--- config.mk ---
export PLATFORM = sky130hd
export DESIGN_NAME = gpac_adc_avg
export DESIGN_NICKNAME = d
export VERILOG_FILES = /design/src/rtl/gpac_adc_avg.sv
export SDC_FILE = /design/constraint.sdc
export NUM_CORES = 1
export LEC_CHECK = 0
export BUFFER_PORTS_ARGS = -buffer_cell sky130_fd_sc_hd__buf_2
export CAP_MARGIN = 10
export CORE_MARGIN = 2
export CORE_UTILIZATION = 54
export CTS_BUF_LIST = sky130_fd_sc_hd__clkbuf_16
export DETAILED_ROUTE_END_ITERATION = 10
export PLACE_DENSITY = 0.85
export SYNTH_ARGS = -nofsm -noshare
export SYNTH_HDL_FRONTEND = slang
export SYNTH_SLANG_ARGS = --single-unit
export TNS_END_PERCENT = 1
--- constraint.sdc ---
create_clock -name BUS_CLK -period 3.5 [get_ports BUS_CLK]
set_input_delay 0.525 -clock BUS_CLK [delete_from_list [all_inputs] [get_ports BUS_CLK]]
set_output_delay 0.525 -clock BUS_CLK [all_outputs]
set_load 0.02 [all_outputs]
--- src/rtl/gpac_adc_avg.sv ---
// gpac_adc_avg: FWFT block averager summing 2^LOG2_N ADC samples per output word, with raw bypass
module gpac_adc_avg #(
  parameter int         LOG2_N     = 4,
  parameter logic [3:0] OUT_HEADER = 4'h5
) (
  input  logic        BUS_CLK,
  input  logic        BUS_RST,
  input  logic        ENABLE,
  input  logic        CLEAR,
  output logic        FIFO_READ,
  input  logic        FIFO_EMPTY,
  input  logic [31:0] FIFO_DATA,
  input  logic        FIFO_READ_OUT,
  output logic        FIFO_EMPTY_OUT,
  output logic [31:0] FIFO_DATA_OUT,
  output logic        BUSY
);
  typedef enum logic {BYPASS, ACCUM} state_t;
  state_t                 state_q;
  logic [LOG2_N-1:0]      cnt_q;
  logic [13+LOG2_N:0]     acc_q, acc_d;
  logic                   valid_q;
  logic [31:0]            data_q, data_d;
  logic                   free, last, mode_ok, load;
  // Pop/load decisions; a pending mode change or CLEAR suppresses the upstream pop
  always_comb begin
    free      = !valid_q | FIFO_READ_OUT;
    last      = (state_q == ACCUM) && (cnt_q == '1);
    mode_ok   = (state_q == ACCUM) == ENABLE;
    FIFO_READ = !BUS_RST && !CLEAR && !FIFO_EMPTY && mode_ok && (((state_q == ACCUM) && !last) || free);
    load      = FIFO_READ && ((state_q == BYPASS) || last);
    acc_d     = acc_q + {{LOG2_N{1'b0}}, FIFO_DATA[13:0]};
    data_d    = (state_q == BYPASS) ? FIFO_DATA : {OUT_HEADER, 28'(acc_d)};
  end
  // Mode FSM, block accumulator and the single-word output register
  always_ff @(posedge BUS_CLK or posedge BUS_RST) begin
    if (BUS_RST) begin
      state_q <= ACCUM;
      cnt_q   <= '0;
      acc_q   <= '0;
      valid_q <= 1'b0;
      data_q  <= '0;
    end else begin
      if (!mode_ok) begin
        state_q <= ENABLE ? ACCUM : BYPASS;
        cnt_q   <= '0;
        acc_q   <= '0;
      end else if (CLEAR || load) begin
        cnt_q <= '0;
        acc_q <= '0;
      end else if (FIFO_READ) begin
        cnt_q <= cnt_q + LOG2_N'(1);
        acc_q <= acc_d;
      end
      if (load) begin
        valid_q <= 1'b1;
        data_q  <= data_d;
      end else if (FIFO_READ_OUT) valid_q <= 1'b0;
    end
  end
  assign FIFO_EMPTY_OUT = !valid_q;
  assign FIFO_DATA_OUT  = data_q;
  assign BUSY           = cnt_q != '0;
endmodule

Yosys cells after proc, flatten, opt, wreduce, memory -nomap -nowiden. Cells that the tools add are included.

Logic and storage cells: 39. Register bits after elaboration: 56. Output and inout port bits: 35.

Bitwise logic cells: 2. Add/subtract/negate cells: 2. Multiplexer cells: 10. Reduce and logical (&&, ||, !) cells: 17. Eq/ne operators: 3.

Operator list (count): $mux W18 (3); $mux W32 (1); $add A18 B14 Y18 (1); $mux W4 (3); $logic_and A1 B1 Y1 (7); $logic_not A1 Y1 (5); $add A4 B1 Y4 const B (1); $eq A4 B4 Y1 const B (1); $reduce_bool A4 Y1 (1); $logic_or A1 B1 Y1 (3); $mux W1 (3); $ne A3 B2 Y1 const B (1); $reduce_bool A2 Y1 (1); $eq A1 B1 Y1 (1); $not A1 Y1 (1); $or A1 B1 Y1 (1).

Longest topological paths before layout.
Depth after elaboration: 10. Depth in mapped cells: 9. Gate-level depth less buffers: 9.

Least setup slack after synthesis. No wires, ideal clock.

Path kind: input to register. Start: input FIFO_DATA[0]. End: register data_q[14], in the netlist FIFO_DATA_OUT[14]. Data arrival time: 2.441 ns. Data required time: 3.382 ns. Setup slack: 0.941 ns. Stages: 9. Library setup time: 0.118 ns. Path through: ha_1 -> fa_1 -> a21o_1 -> a221oi_1 -> or3b_2 -> a31o_2 -> xor2_1 -> a21oi_1 -> a21o_1.

Cells in the longest elaborated chain, start to end: 2.

Ends and longest elaborated chain: start, declared (RTL line 12) `input logic [31:0] FIFO_DATA,`; $add A18 B14 Y18 (RTL line 32) `acc_d = acc_q + {{LOG2_N{1'b0}}, FIFO_DATA[13:0]};`; $mux W32 (RTL line 33) `data_d = (state_q == BYPASS) ? FIFO_DATA : {OUT_HEADER, 28'(acc_d)};`; end signal, assigned (RTL line 57) `data_q <= data_d;`; end, declared (RTL line 23) `logic [31:0] data_q, data_d;`.

Every way passes these cells. A chain may end at the register's enable or synchronous reset.

Worst setup path after layout.
Start: register state_q. End: output FIFO_READ.

Cells in the longest elaborated chain, start to end: 5.

Ends and longest elaborated chain: start, declared (RTL line 19) `state_t state_q;`; start signal, assigned (RTL line 45) `state_q <= ENABLE ? ACCUM : BYPASS;`; $logic_and A1 B1 Y1 (RTL line 28) `last = (state_q == ACCUM) && (cnt_q == '1);`; $logic_not A1 Y1 (RTL line 30) `FIFO_READ = !BUS_RST && !CLEAR && !FIFO_EMPTY && mode_ok && (((state_q == ACCUM) && !last) || free);`; $logic_and A1 B1 Y1 (RTL line 30); $logic_or A1 B1 Y1 (RTL line 30); $logic_and A1 B1 Y1 (*) (RTL line 30); end, declared (RTL line 10) `output logic FIFO_READ,`.

Every way passes the cells marked *; elsewhere a longest branch is shown, timed or not.

==> flow_summary_export.csv <==
group,metric,value,unit
run_status,status,"completed",
setup_path,worst-r2r-setup-slack,0.62,ns
grt,grt_pass1_vias,2636,
route,wirelength,7.65,mm
setup_path,worst-setup-path-type,"flop to output port",
timing,whs,0.349,ns
grt,grtUsageMet1,0.326,
timing,period_share,0.871,
setup_path,r2r-start,"state_q",
placed_design,io_buffers,72,
cts,cts_tree,"done",
timing,rsz0062_at_grt,"no",
setup_path,cp.required,2.97,ns
floorplan,coreArea,5570,µm²
cts,clk_latency,0.29,ns
final_layout,final_core_util,0.670,
grt,grt_pass1_wl,12.3,mm
placed_design,hpwl,5.45,mm
timing,fmax,328,MHz
synth,ys_seq_area_frac,0.442,
grt,grtUsageMet2,0.411,
timing,fin_setup_tns,0,ns
timing,tightestPinTransition,0.754,ns
cts,cts.sinks,56,
final_layout,antenna-diode-count,0,
cts,cts_resized,0,
setup_path,crit_fanout,28,
grt,grt_max_degree,45,
floorplan,row_count,27,
timing,finalHoldViolCount,0,
timing,fin_crit,3.05,ns
setup_path,worstPathArrival,2.52,ns
route,vias,2749,
setup_path,rr_endpoint,"acc_q[14]",
synth,synth_edf_count,0,
synth,ys_ff_latch,56,
floorplan,fp.dieArea,6500,µm²
route,drtAntennaViolNets,0,
cts,path_clk_slew,0.07,ns
route,avgViaCountPerCell,5.96,
final_layout,nFillCells,452,
floorplan,chipHeight,80.6,µm
grt,grt_busiest_layer,"met2",
final_layout,area_growth,17.7,%
setup_path,r2r_cells,6,
route,first_pass_iters,5,
final_layout,drive_gt1_frac,0.234,
route,first_iter_violations,160,
setup_path,setup.worst_path.start,"state_q",
floorplan,start_util,0.569,
grt,grt-ovfl-total,0,
floorplan,die_w,80.6,µm
route,wl_per_cell,16.6,µm
synth,yosysWarnings,0,
timing,fin_worst_skew,0.00459,ns
route,drc,0,
timing,relSlewSlack,0.496,
timing,setup_ws,0.452,ns
cts,post_cts_buffers,0,
run,maxCapViolCount,0,
timing,finalSetupViolCount,0,
floorplan,io_pins,73,
synth,ys_types,50,
synth,ys_async_sr_fraction,1.00,
setup_path,endpoint_kind,"output port",
cts,clockRootBuffer,"clkbuf_16",
synth,synth_area_per_cell,9.73,µm²
placed_design,gp_congestion,0.890,
grt,use_met3,0.0393,
synth,synth_area,3170,µm²
setup_path,crit_end,"FIFO_READ",
final_layout,nets,443,
grt,track_usage,0.243,
synth,syn_inst,326,
synth,ys.flop_type,"dfrtp_1",
grt,antenna_found_initial,0,
cts,cts_max_path_buffers,2,
min_path,holdPathStages,1,
cts,hold_buffers,0,
timing,slew_viol_final,0,
min_path,hp-class,"primary input to flop",
placed_design,pre_cts_ws,0.588,ns
power_and_ir_drop,ir_drop,0.238,mV
power_and_ir_drop,p_leak,1.93,nW
power_and_ir_drop,powerDensity,474,nW/µm²
cts,cts_buffers,5,
setup_path,cp-start-kind,"flop",
cts,htreeDepth,2,
synth,synth_nets,381,
cell families (layout without fill, tap and decap cells):
logic type      Yosys count  after routing  share of synthesized area
xor+xnor                 12             12                     0.0331
mux                      12             12                     0.0379
buf+inv                  28             91                     0.0359
simple gates             97             97                      0.149
fa+ha+maj                17             17                     0.0695
flops                    56             56                      0.442
compound gates          104            104                      0.232
worst min-delay path by stage:
stage | from | endpoint | slack [ns]
6_report | ENABLE | state_q | 0.35
5_1_grt | ENABLE | state_q | 0.35
4_1_cts | ENABLE | state_q | 0.34
3_5_place_dp | FIFO_DATA_OUT[4] | FIFO_DATA_OUT[4] | 0.47
3_3_place_gp | FIFO_DATA_OUT[4] | FIFO_DATA_OUT[4] | 0.46
2_1_floorplan | acc_q[11] | acc_q[11] | 0.45
synth_stat cells, drive strengths merged, types with 2 or more instances:
cell type	instances	area, µm²
dfrtp	55	1380
nand2	33	124
o21ai	25	125
a22o	23	201
a21oi	20	100
nor2	19	71.3
ha	16	200
clkbuf	13	48.8
mux2i	12	120
a21o	8	60.1
inv	8	30.0
nand3	8	45.0
and3	7	43.8
buf	7	35.0
nor3	7	35.0
xor2	7	61.3
o21a	5	38.8
xnor2	5	43.8
nand4	4	25.0
and2	3	18.8
nand2b	3	18.8
o31ai	3	22.5
or3	3	18.8
a211oi	2	15.0
a21boi	2	15.0
a311oi	2	17.5
a31oi	2	12.5
nor2b	2	12.5
o22a	2	17.5
or2	2	12.5
or4	2	15.0
layout make-up:
cell class              count  area (µm²)  share of cell area
well taps                  72        90.1              0.0241
inverters                   8        30.0             0.00805
repair buffers             75         383               0.103
clock buffers               5         125              0.0335
clock inverters             3        42.5              0.0114
flip-flops and latches     56        1400               0.376
multi-input cells         242        1660               0.445
cells in the final DEF (no fill, tap or decap), types with 2 or more instances in the layout:
cell type / instances
a21boi_0: 2
buf_4: 3
or4_1: 2
nand2b_1: 3
ha_1: 16
xor2_1: 7
nand4_1: 4
nor2_1: 19
clkbuf_16: 5
mux2i_1: 12
o31ai_1: 3
a21o_1: 8
nor2b_1: 2
and3_1: 7
dfrtp_1: 55
nand3_1: 7
o21ai_0: 25
buf_2: 72
nor3_1: 7
xnor2_1: 5
a31oi_1: 2
and2_1: 3
a22o_1: 23
o22a_1: 2
or3_1: 3
a21oi_1: 20
o21a_1: 4
nand2_1: 33
inv_1: 7
a311oi_1: 2
worst max-delay path, cell delays in order (launching register included):
cell and delay [ns]:
dfstp_2 0.93, nand2_1 0.28, a2111oi_4 0.56, o21a_2 0.28, buf_2 0.18
layer usage:
layer | wire [µm] | up-vias
li1 | - | 1315
met1 | 3430 | 1313
met2 | 3650 | 114
met3 | 500 | 7
met4 | 65 | 0
met5 | 0 | -
flip-flops by register name (all words and copies together), names as in the netlist:
name           cells
valid_q            1
state_q            1
FIFO_DATA_OUT     32
cnt_q              4
acc_q             18
power breakdown:
part	switching [W]	internal [W]	leakage, nW
registers	0.0000506	0.000737	0.735
logic	0.000260	0.000159	1.11
clock network	0.000225	0.000337	0.0814
stage by stage:
step,total power [W],instance area [µm²],cells
finish,0.00177,3730,461
global route,0.00185,3730,461
CTS,0.00178,3730,461
detailed placement,0.00122,3560,453
global placement,0.00121,3560,453
floorplan,0.00106,3170,326
Power figures use the tool's default switching activity.
